[config.mk]
export PLATFORM = sky130hd
export DESIGN_NAME = iteration_uart_tx
export DESIGN_NICKNAME = d
export VERILOG_FILES = /design/src/rtl/iteration_uart_tx.sv
export SDC_FILE = /design/constraint.sdc
export NUM_CORES = 1
export LEC_CHECK = 0
export ABC_AREA = 1
export CORE_MARGIN = 4
export CORE_UTILIZATION = 55
export CTS_BUF_LIST = sky130_fd_sc_hd__clkbuf_4 sky130_fd_sc_hd__clkbuf_8
export DETAILED_ROUTE_END_ITERATION = 7
export PLACE_DENSITY = 0.81
export SLEW_MARGIN = 30
export SYNTH_ARGS = -nofsm -noshare
export SYNTH_HDL_FRONTEND = slang
export SYNTH_SLANG_ARGS = --single-unit
[constraint.sdc]
create_clock -name clk_72MHz -period 3.3 [get_ports clk_72MHz]
set_input_delay 0.66 -clock clk_72MHz [delete_from_list [all_inputs] [get_ports clk_72MHz]]
set_output_delay 0.66 -clock clk_72MHz [all_outputs]
set_load 0.05 [all_outputs]
[src/rtl/iteration_uart_tx.sv]
// -----------------------------------------------------------------------------
// iteration_uart_tx
//
// Takes one 272-bit parser result, acknowledges it, and sends it to the host
// MCU as an 8N1 UART frame of 36 bytes:
//   byte 0      : SYNC_BYTE
//   bytes 1..34 : payload, most significant byte first
//   byte 35     : XOR of bytes 1..34 (the sync byte is not included)
// Each byte is a start bit, 8 data bits sent LSB first, and a stop bit.
// Every bit lasts exactly CLKS_PER_BIT clocks, and bytes follow each other
// with no gap.
//
// Parameters
//   CLKS_PER_BIT      clocks per UART bit, 4..65535 (625 = 72 MHz / 115200)
//   SYNC_BYTE         first byte of every frame
//
// Ports
//   clk_72MHz         sole clock, rising edge
//   reset_n           asynchronous active-low reset
//   sensor_iterations parser result, sampled only on the capture cycle
//   data_avl          parser holds an unconsumed result (level)
//   reset_parser      one-cycle acknowledge, issued the cycle after capture
//   tx                UART line, idles high
//   busy              high from capture until the last stop bit ends
//   frame_count       count of completed frames, wraps at 16 bits
// -----------------------------------------------------------------------------
module iteration_uart_tx #(
    parameter int unsigned CLKS_PER_BIT = 625,
    parameter logic [7:0]  SYNC_BYTE    = 8'hA5
) (
    input  logic         clk_72MHz,
    input  logic         reset_n,
    input  logic [271:0] sensor_iterations,
    input  logic         data_avl,
    output logic         reset_parser,
    output logic         tx,
    output logic         busy,
    output logic [15:0]  frame_count
);

    typedef enum logic [1:0] {
        IDLE,
        START,
        DATA,
        STOP
    } state_t;

    localparam logic [15:0] BAUD_LAST = 16'(CLKS_PER_BIT - 1);
    localparam logic [5:0]  DATA_BYTES = 6'd34;  // bytes 1..34 hold payload
    localparam logic [5:0]  LAST_BYTE  = 6'd35;  // checksum byte index
    localparam logic [2:0]  LAST_BIT   = 3'd7;

    state_t            state_q, state_d;
    // Byte 33 of the packed array is the MSB byte, which is data byte 1.
    logic [33:0][7:0]  buffer_q, buffer_d;
    logic [7:0]        checksum_q, checksum_d;
    logic [7:0]        shift_q, shift_d;      // byte on the line, bit 0 next
    logic [5:0]        byte_idx_q, byte_idx_d;
    logic [2:0]        bit_idx_q, bit_idx_d;
    logic [15:0]       baud_cnt_q, baud_cnt_d;
    logic              tx_q, tx_d;
    logic              busy_q, busy_d;
    logic              reset_parser_q, reset_parser_d;
    logic [15:0]       frame_count_q, frame_count_d;

    logic              bit_done;
    logic [5:0]        data_sel;
    logic [7:0]        next_byte;
    logic [7:0]        next_checksum;

    assign bit_done = (baud_cnt_q == BAUD_LAST);

    // The byte after byte_idx_q is data byte byte_idx_q+1. That is packed
    // element 33-byte_idx_q. After the last data byte it is the checksum,
    // which by then holds the XOR of all 34 data bytes.
    assign data_sel = 6'd33 - byte_idx_q;

    always_comb begin
        next_byte     = checksum_q;
        next_checksum = checksum_q;
        if (byte_idx_q < DATA_BYTES) begin
            next_byte     = buffer_q[data_sel];
            next_checksum = checksum_q ^ buffer_q[data_sel];
        end
    end

    always_comb begin
        // NOTE: every _d starts as its _q, so no branch of the case leaves a
        // signal unassigned and no latch can be inferred.
        state_d        = state_q;
        buffer_d       = buffer_q;
        checksum_d     = checksum_q;
        shift_d        = shift_q;
        byte_idx_d     = byte_idx_q;
        bit_idx_d      = bit_idx_q;
        baud_cnt_d     = baud_cnt_q;
        tx_d           = tx_q;
        busy_d         = busy_q;
        reset_parser_d = 1'b0;
        frame_count_d  = frame_count_q;

        unique case (state_q)
            IDLE: begin
                if (data_avl) begin
                    buffer_d       = sensor_iterations;
                    checksum_d     = 8'h00;
                    byte_idx_d     = 6'd0;
                    bit_idx_d      = 3'd0;
                    baud_cnt_d     = 16'd0;
                    shift_d        = SYNC_BYTE;
                    tx_d           = 1'b0;   // start bit of the sync byte
                    busy_d         = 1'b1;
                    reset_parser_d = 1'b1;
                    state_d        = START;
                end
            end

            START: begin
                if (bit_done) begin
                    baud_cnt_d = 16'd0;
                    bit_idx_d  = 3'd0;
                    tx_d       = shift_q[0];
                    state_d    = DATA;
                end else begin
                    baud_cnt_d = baud_cnt_q + 16'd1;
                end
            end

            DATA: begin
                if (bit_done) begin
                    baud_cnt_d = 16'd0;
                    if (bit_idx_q == LAST_BIT) begin
                        tx_d    = 1'b1;
                        state_d = STOP;
                    end else begin
                        bit_idx_d = bit_idx_q + 3'd1;
                        shift_d   = shift_q >> 1;
                        tx_d      = shift_q[1];
                    end
                end else begin
                    baud_cnt_d = baud_cnt_q + 16'd1;
                end
            end

            STOP: begin
                if (bit_done) begin
                    baud_cnt_d = 16'd0;
                    if (byte_idx_q != LAST_BYTE) begin
                        // Load the next byte straight into a start bit, so
                        // there is no idle time between bytes.
                        byte_idx_d = byte_idx_q + 6'd1;
                        shift_d    = next_byte;
                        checksum_d = next_checksum;
                        tx_d       = 1'b0;
                        state_d    = START;
                    end else begin
                        frame_count_d = frame_count_q + 16'd1;
                        busy_d        = 1'b0;
                        tx_d          = 1'b1;
                        state_d       = IDLE;
                    end
                end else begin
                    baud_cnt_d = baud_cnt_q + 16'd1;
                end
            end

            default: begin
                state_d = IDLE;
            end
        endcase
    end

    always_ff @(posedge clk_72MHz or negedge reset_n) begin
        if (!reset_n) begin
            state_q        <= IDLE;
            // NOTE: the payload buffer is a flop bank, not a RAM, so it can
            // be reset with the control state. This keeps every register
            // deterministic after reset.
            buffer_q       <= '0;
            checksum_q     <= 8'h00;
            shift_q        <= 8'h00;
            byte_idx_q     <= 6'd0;
            bit_idx_q      <= 3'd0;
            baud_cnt_q     <= 16'd0;
            tx_q           <= 1'b1;
            busy_q         <= 1'b0;
            reset_parser_q <= 1'b0;
            frame_count_q  <= 16'd0;
        end else begin
            // NOTE: non-blocking assignments, so every flop samples the
            // values from before the edge, whatever order the lines are in.
            state_q        <= state_d;
            buffer_q       <= buffer_d;
            checksum_q     <= checksum_d;
            shift_q        <= shift_d;
            byte_idx_q     <= byte_idx_d;
            bit_idx_q      <= bit_idx_d;
            baud_cnt_q     <= baud_cnt_d;
            tx_q           <= tx_d;
            busy_q         <= busy_d;
            reset_parser_q <= reset_parser_d;
            frame_count_q  <= frame_count_d;
        end
    end

    assign tx           = tx_q;
    assign busy         = busy_q;
    assign reset_parser = reset_parser_q;
    assign frame_count  = frame_count_q;

endmodule

==> flow_summary.yaml <==
logic_synthesis:
  seq_area_frac_synth_pct: 50.8
  synth_warnings: 0
  yosys-top-cells-area: "dfrtp_1 (51%), nand2_1 (19%), o21ai_0 (7.4%)"
  synth.largest_area_cell: "dfrtp_1"
  syn-num-nets: 2495
  synth_top_flop_cell: "dfrtp_1"
  synth_top_cell_area_share_pct: 50.6
  synth_cells: 2206
  syn_avg_cell_area_um2: 7.47
  ys_ff_latch: 334
  synthArstFlopShare_pct: 100
  syn_area_mm2: 0.0165
  synth_edf_count: 0
  synth.distinct_cells: 40
clocking:
  cts_resized: 0
  clock-sinks: 334
  clk_pin_slew_worst_paths_ns: 0.06
  clk_latency_ns: 0.59
  cts_made_buffers: 54
  ctsHoldBuffers: 0
  clockRootBuffer: "clkbuf_8"
  ctsLongestPathBuffers: 3
  cts_setup_buffers: 0
  cts_tree: "yes"
  htree_num_levels: 2
setup_path:
  r2r-start: "byte_idx_q[1]"
  slowest_delay_ns: 0.59
  reg2reg_to: "checksum_q[1]"
  endpoint_kind: "flip-flop"
  worstPathArrival_ns: 3.19
  slowest_stage: "dfrtp_4"
  critical_path_class: "flip-flop to flip-flop"
  required_ns: 3.77
  crit_path_max_fanout: 40
  path_common_cell: "nand2_1"
  r2r_slack_ns: 0.58
  startpoint_type: "flip-flop"
  path_cells: "inv_2 -> buf_4 -> buf_4 -> nand3_1 -> nand2_1 -> nand2_1 -> nand2_1 -> nor2_1 -> nand2_1 -> nand3_1 -> nand2_1 -> nand3_1 -> nand2_1 -> nor2_1"
  rr_worst_depth: 14
timing:
  max-slew-margin-rel_pct: 45.1
  worst_slack_ns: 0.582
  drv_slew: 0
  max_freq_mhz: 368
  finalSetupViolations: 0
  layout_min_cycle_time_ns: 2.72
  period_share_pct: 82.4
  tightest_slew_ns: 0.820
  finalHoldViolations: 0
  rsz0062_at_grt: "false"
  finalSetupTns_ns: 0
  fin_worst_skew_ns: 0.0145
floorplan:
  die_area_mm2: 0.0328
  start_util_pct: 55.7
  core_mm2: 0.0296
  die_h_um: 181
  fp.dieW_um: 181
  ios: 294
  row_count: 63
final_layout:
  multiInputGateArea_mm2: 0.00676
  seq_area_mm2: 0.00837
  area_delta_synth_final_pct: 26.5
  layout_common_cells: "nand2_1 (830), dfrtp_1 (331), clkdlybuf4s50_1 (292), o21ai_0 (242), inv_1 (216)"
  layout_commonest_cell: "nand2_1"
  drive_above_1_share_pct: 5.99
  nets: 2755
  fillerInstances: 2456
placement:
  port-buffer-count: 293
  dp_slack_ns: 0.521
  dp_hpwl_um: 33200
  place.gp.congestion: 0.906
routing:
  routed_wl_um: 47400
  vias: 15200
  drtPass1Iterations: 6
  ant_nets: 0
  remaining_drc_errors: 0
  drtIter0Drc: 1456
  viasPerCell: 5.26
  post_drt_wl_per_cell_um: 16.4
global_route:
  grt_usage_pct: 28.6
  grt_pass1_wl_um: 77000
  grt_max_degree: 112
  antenna_found_initial: 1
  gr-total-overflow: 0
  grt_pass1_vias: 15200
pwr:
  p_leak_nw: 10.1
  p_per_area_mw_per_mm2: 933
  ir_drop_v: 0.000629
min_path:
  min_path_type: "input port to asynchronous set/reset pin"
run_status:
  status: "finished, final reports clean"
run:
  maxCapViolations: 0
[state kept, by name, summed over array words and instances, names as in the netlist]
signal / flops
buffer_q: 272
baud_cnt_q: 16
frame_count: 16
checksum_q: 8
shift_q: 8
byte_idx_q: 6
bit_idx_q: 3
state_q: 2
busy: 1
reset_parser: 1
tx: 1
[cell type report]
class | instances | area share [%]
tap | 390 | 2.34
sequential | 334 | 40.2
antenna | 1 | 0.0120
timing repair buffer | 320 | 15.6
inverter | 227 | 4.13
clock inverter | 6 | 0.144
clock buffer | 87 | 5.18
multi-input combinational | 1529 | 32.5
[through the flow]
stage | hold slack [ns] | std cells | area [um^2] | utilization (%) | power, mW
floorplan | 0.364 | 2206 | 16500 | - | 12.9
global placement | 0.457 | 2800 | 19700 | 66.7 | 15.5
detailed placement | 0.461 | 2800 | 19700 | 66.7 | 15.7
CTS | 0.0736 | 2893 | 20800 | 70.5 | 19.5
global route | 0.0886 | 2894 | 20800 | 70.5 | 21.1
finish | 0.0382 | 2894 | 20800 | 70.5 | 19.4
[synthesized netlist by cell type, types with 7 or more instances]
master,instances
a21oi_1,40
buf_2,35
clkbuf_1,74
dfrtp_1,333
ha_1,14
inv_1,218
inv_2,7
nand2_1,831
nand3_1,151
nand4_1,11
nor2_1,163
nor3_1,14
o211ai_1,13
o21ai_0,242
xor2_1,14
[worst max-delay path, delay by kind of cell, from the launching register on]
| family | cells | cell delay [ns] |
|---|---|---|
| DFF | 1 | 0.59 |
| and+or+nand+nor | 11 | 1.04 |
| buffers and inverters | 3 | 0.94 |
[worst max path at each step]
stage                        from             end  slack (ns)  depth (start not counted)
floorplan           byte_idx_q[1]   checksum_q[4]        0.88                         15
global placement         data_avl      shift_q[3]        0.55                          8
detailed placement       data_avl  baud_cnt_q[13]        0.52                          6
CTS                 byte_idx_q[1]   checksum_q[4]        0.58                         14
global route           state_q[1]      state_q[0]        0.36                         11
finish              byte_idx_q[1]   checksum_q[1]        0.58                         14
[kinds of logic after synthesis]
family | Yosys count | synth area share [%]
flip-flops | 334 | 50.8
AO/OA/AOI/OAI | 305 | 9.61
buffers and inverters | 343 | 8.23
AND/OR/NAND/NOR | 1189 | 29.2
XOR/XNOR | 21 | 1.16
adder cells (fa/ha/maj) | 14 | 1.06
[power by group]
group	total, mW	switching [mW]	internal (mW)	leakage [nW]
Sequential	6.65	0.775	5.88	4.18
Clock	3.65	1.61	2.05	0.600
Combinational	9.14	6.18	2.96	5.35
Total	19.4	8.56	10.9	10.1
[layer usage]
metal | global-route usage [%] | part of all wire [%] | vias up
li1 | - | - | 7399
met1 | 40.9 | 43 | 7089
met2 | 43.8 | 45 | 632
met3 | 5.56 | 8.3 | 110
met4 | 10.7 | 3.4 | 0
met5 | 0 | 0 | -
Note: power is estimated with default switching activity, not from simulation.
==> variant (config.mk and constraints unchanged) <==
Compare `baud_cnt_q` against `BAUD_LAST` with >= in place of ==.
--- a/src/rtl/iteration_uart_tx.sv
+++ b/src/rtl/iteration_uart_tx.sv
@@ -69,5 +69,5 @@
     logic [7:0]        next_checksum;
 
-    assign bit_done = (baud_cnt_q == BAUD_LAST);
+    assign bit_done = (baud_cnt_q >= BAUD_LAST);
 
     // The byte after byte_idx_q is data byte byte_idx_q+1. That is packed
Formal check against the unedited RTL: same outputs for any inputs over 10 cycles, from zero or initial values and one cycle with reset_n low; that may be too few to reach the edited logic, so the function may still have changed.
==> variant against the unedited design <==
Worst hold slack better by 0.032 ns; final area is 0.42% lower; area after synthesis decreased by 0.85%; worst setup slack improved by 0.12 ns; sequential cell count did not move; routed wire length fell by 1.4%; count of clock-buffer cells in the layout rose by 5; via count decreased by 1.2%; core utilization up 1.0 points.
Power is not compared: it rests on default switching activity, and its combinational part moved more than twofold at a synthesized area within 25%.
==> variant: results (changes against the unedited design) <==
Status
  – Result of the run: complete, no violations (unchanged)

Synthesis
  – Top area cells in the synthesized netlist: dfrtp_1 51%, nand2_1 18%, o21ai_0 7.4% (was dfrtp_1 51%, nand2_1 19%, o21ai_0 7.4%)
  – Top cell types by occurrence after synthesis: 792 x nand2_1, 333 x dfrtp_1, 241 x o21ai_0 (was 831 x nand2_1, 333 x dfrtp_1, 242 x o21ai_0)
  – Proportion of register bits with asynchronous set or reset after synthesis: 1.00 (unchanged)
  – Average cell area after synthesis: 7.51 µm² (was 7.47 µm²)
  – Prevailing post-synth register cell: dfrtp_1 (unchanged)
  – Number of synthesis warnings: 0 (unchanged)
  – Post-synthesis sequential area ratio: 0.512 (was 0.508)
  – Post-synthesis net count: 2463 (was 2495)
  – Number of different library cells in the post-synthesis netlist: 35 (was 40)

Placed design
  – Gpl congestion: 0.924 (was 0.906)
  – Cell count after placement: 2761 (was 2800)
  – Number of buffers inserted by port buffering: 293 (unchanged)
  – HPWL after detailed placement: 32.3 mm (was 33.2 mm)

Clocking
  – Clock-pin slew on the worst setup and hold paths: 0.06 ns (about the same)
  – Number of setup buffers added after CTS: 0 (unchanged)
  – Maximum root-to-sink buffer count: 3 (unchanged)
  – Number of instances resized during post-cts repair: 0 (unchanged)
  – TritonCTS Buffers: 55 (was 54)
  – Max H-tree Level: 2 (unchanged)
  – Clock latency at the later pin of the worst-skew pair: 0.59 ns (about the same)
  – Clock root cell: clkbuf_8 (unchanged)

Finish
  – Register with the most flip-flops: buffer_q (unchanged)
  – Layout cell share with drive strength beyond 1: 0.0646 (was 0.0599)
  – Net count of the finished layout: 2722 (was 2755)
  – Largest register FFs: 272 (unchanged)
  – Final cell count without fillers: 2861 (was 2894)

Critical path
  – Worst-path maximum fanout: 41 (was 40)
  – Arr. time, crit path: 3.06 ns (was 3.19 ns)

Drt
  – Detailed-route via count: 15100 (was 15200)
  – Wirelength per Cell: 16.3 µm (was 16.4 µm)
  – Violation count after the first detailed-routing iteration: 1338 (was 1456)
  – Pre-Repair DR Iteration Count: 6 (unchanged)

Power and ir drop
  – Standby leakage power: 0.0103 µW
  – Peak VDD IR: 0.000259 V

GRT
  – Global router's overall resource usage: 0.278 (was 0.286)
  – Initial antenna violation count: 1 (unchanged)
  – Pin count of the biggest net entering global routing: 113 (was 112)
  – Global-route wire length before repair: 74.7 mm (was 77.0 mm)
  – Vias in the first global route: 14300 (was 15200)

Min path
  – Path category of the worst min-delay check: primary input to asynchronous set/reset pin (unchanged)

Timing
  – Fin Clk Skew: 0.0318 ns (was 0.0145 ns)
  – Relative slew slack: 0.490 (was 0.451)
-- variant: cell types whose count changed in the layout (fill, tap and decap cells not counted), sizes merged, moves of 4 or more --
cell / delta
nand4: -6
nor4: -5
nor2: -20
nor3b: +5
nor3: -5
o21ai: +5
nand2: -35
inv: +21
clkinvlp: +4
clkbuf: +5
nand3: +13
clkinv: -4
-- variant: critical path, stage by stage, from the launching register on --
cell and delay [ns]:
dfrtp_2 0.38, buf_4 0.44, ha_1 0.34, nand4_1 0.18, nor2_2 0.19, nand2_2 0.18, inv_2 0.11, nand3_1 0.10
nor2_1 0.25, nand3_1 0.15, xnor2_1 0.16
-- variant: power by group --
part	switching [µW]	internal, µW	total [µW]
logic	202	334	537
registers	36.6	4140	4180
clock network	1630	2140	3780
-- variant: stage by stage --
step	total power (µW)	util	cell area [µm²]	setup WS, ns
6_report	8490	0.715	20700	0.698
5_1_grt	8780	0.715	20700	0.533
4_1_cts	8540	0.715	20700	0.688
3_5_place_dp	4780	0.675	19600	0.776
3_3_place_gp	4780	0.675	19600	0.824
2_1_floorplan	4320	-	16300	0.995
-- variant: final timing paths --
| path | from | end | slack, ns | cells after the start |
|---|---|---|---|---|
| worst max register to register | byte_idx_q[1] | frame_count[14] | 0.70 | 10 |
| min in group clk_72MHz | buffer_q[84] | buffer_q[84] | 0.48 | 2 |
| max in group asynchronous | reset_n | buffer_q[235] | 2.29 | 2 |
| worst max-delay path | byte_idx_q[1] | frame_count[14] | 0.70 | 10 |
| worst min register to register | buffer_q[84] | buffer_q[84] | 0.48 | 2 |
| worst min-delay path | reset_n | buffer_q[144] | 0.07 | 1 |
-- variant: area by class of cell --
| type | instances | area, µm² |
|---|---|---|
| Sequential cell | 334 | 8360 |
| Fill cell | 2280 | 8270 |
| Multi-Input combinational cell | 1478 | 6550 |
| Timing Repair Buffer | 318 | 3240 |
| Clock buffer | 92 | 1130 |
| Inverter | 247 | 936 |
| Tap cell | 384 | 480 |
| Clock inverter | 7 | 45.0 |
| Antenna cell | 1 | 2.50 |
-- variant: kinds of logic (layout without fill, tap and decap cells) --
group / count (synthesis) / after routing / synth area share
AND/OR/NAND/NOR: 1136 / 1136 / 0.280
buffers and inverters: 363 / 664 / 0.0873
flip-flops: 334 / 334 / 0.512
AO/OA/AOI/OAI: 308 / 308 / 0.0988
XOR/XNOR: 21 / 21 / 0.0117
adder cells (fa/ha/maj): 13 / 13 / 0.00996
other: 0 / 1 / 0
-- variant: routing by layer --
metal,share of wire,wire length (µm),GRT usage,vias to the layer above
met1,0.43,20000,0.393,7009
met4,0.025,1150,0.0759,0
met5,0,0,0,-
li1,-,-,-,7286
met2,0.47,21900,0.448,668
met3,0.080,3730,0.0513,87
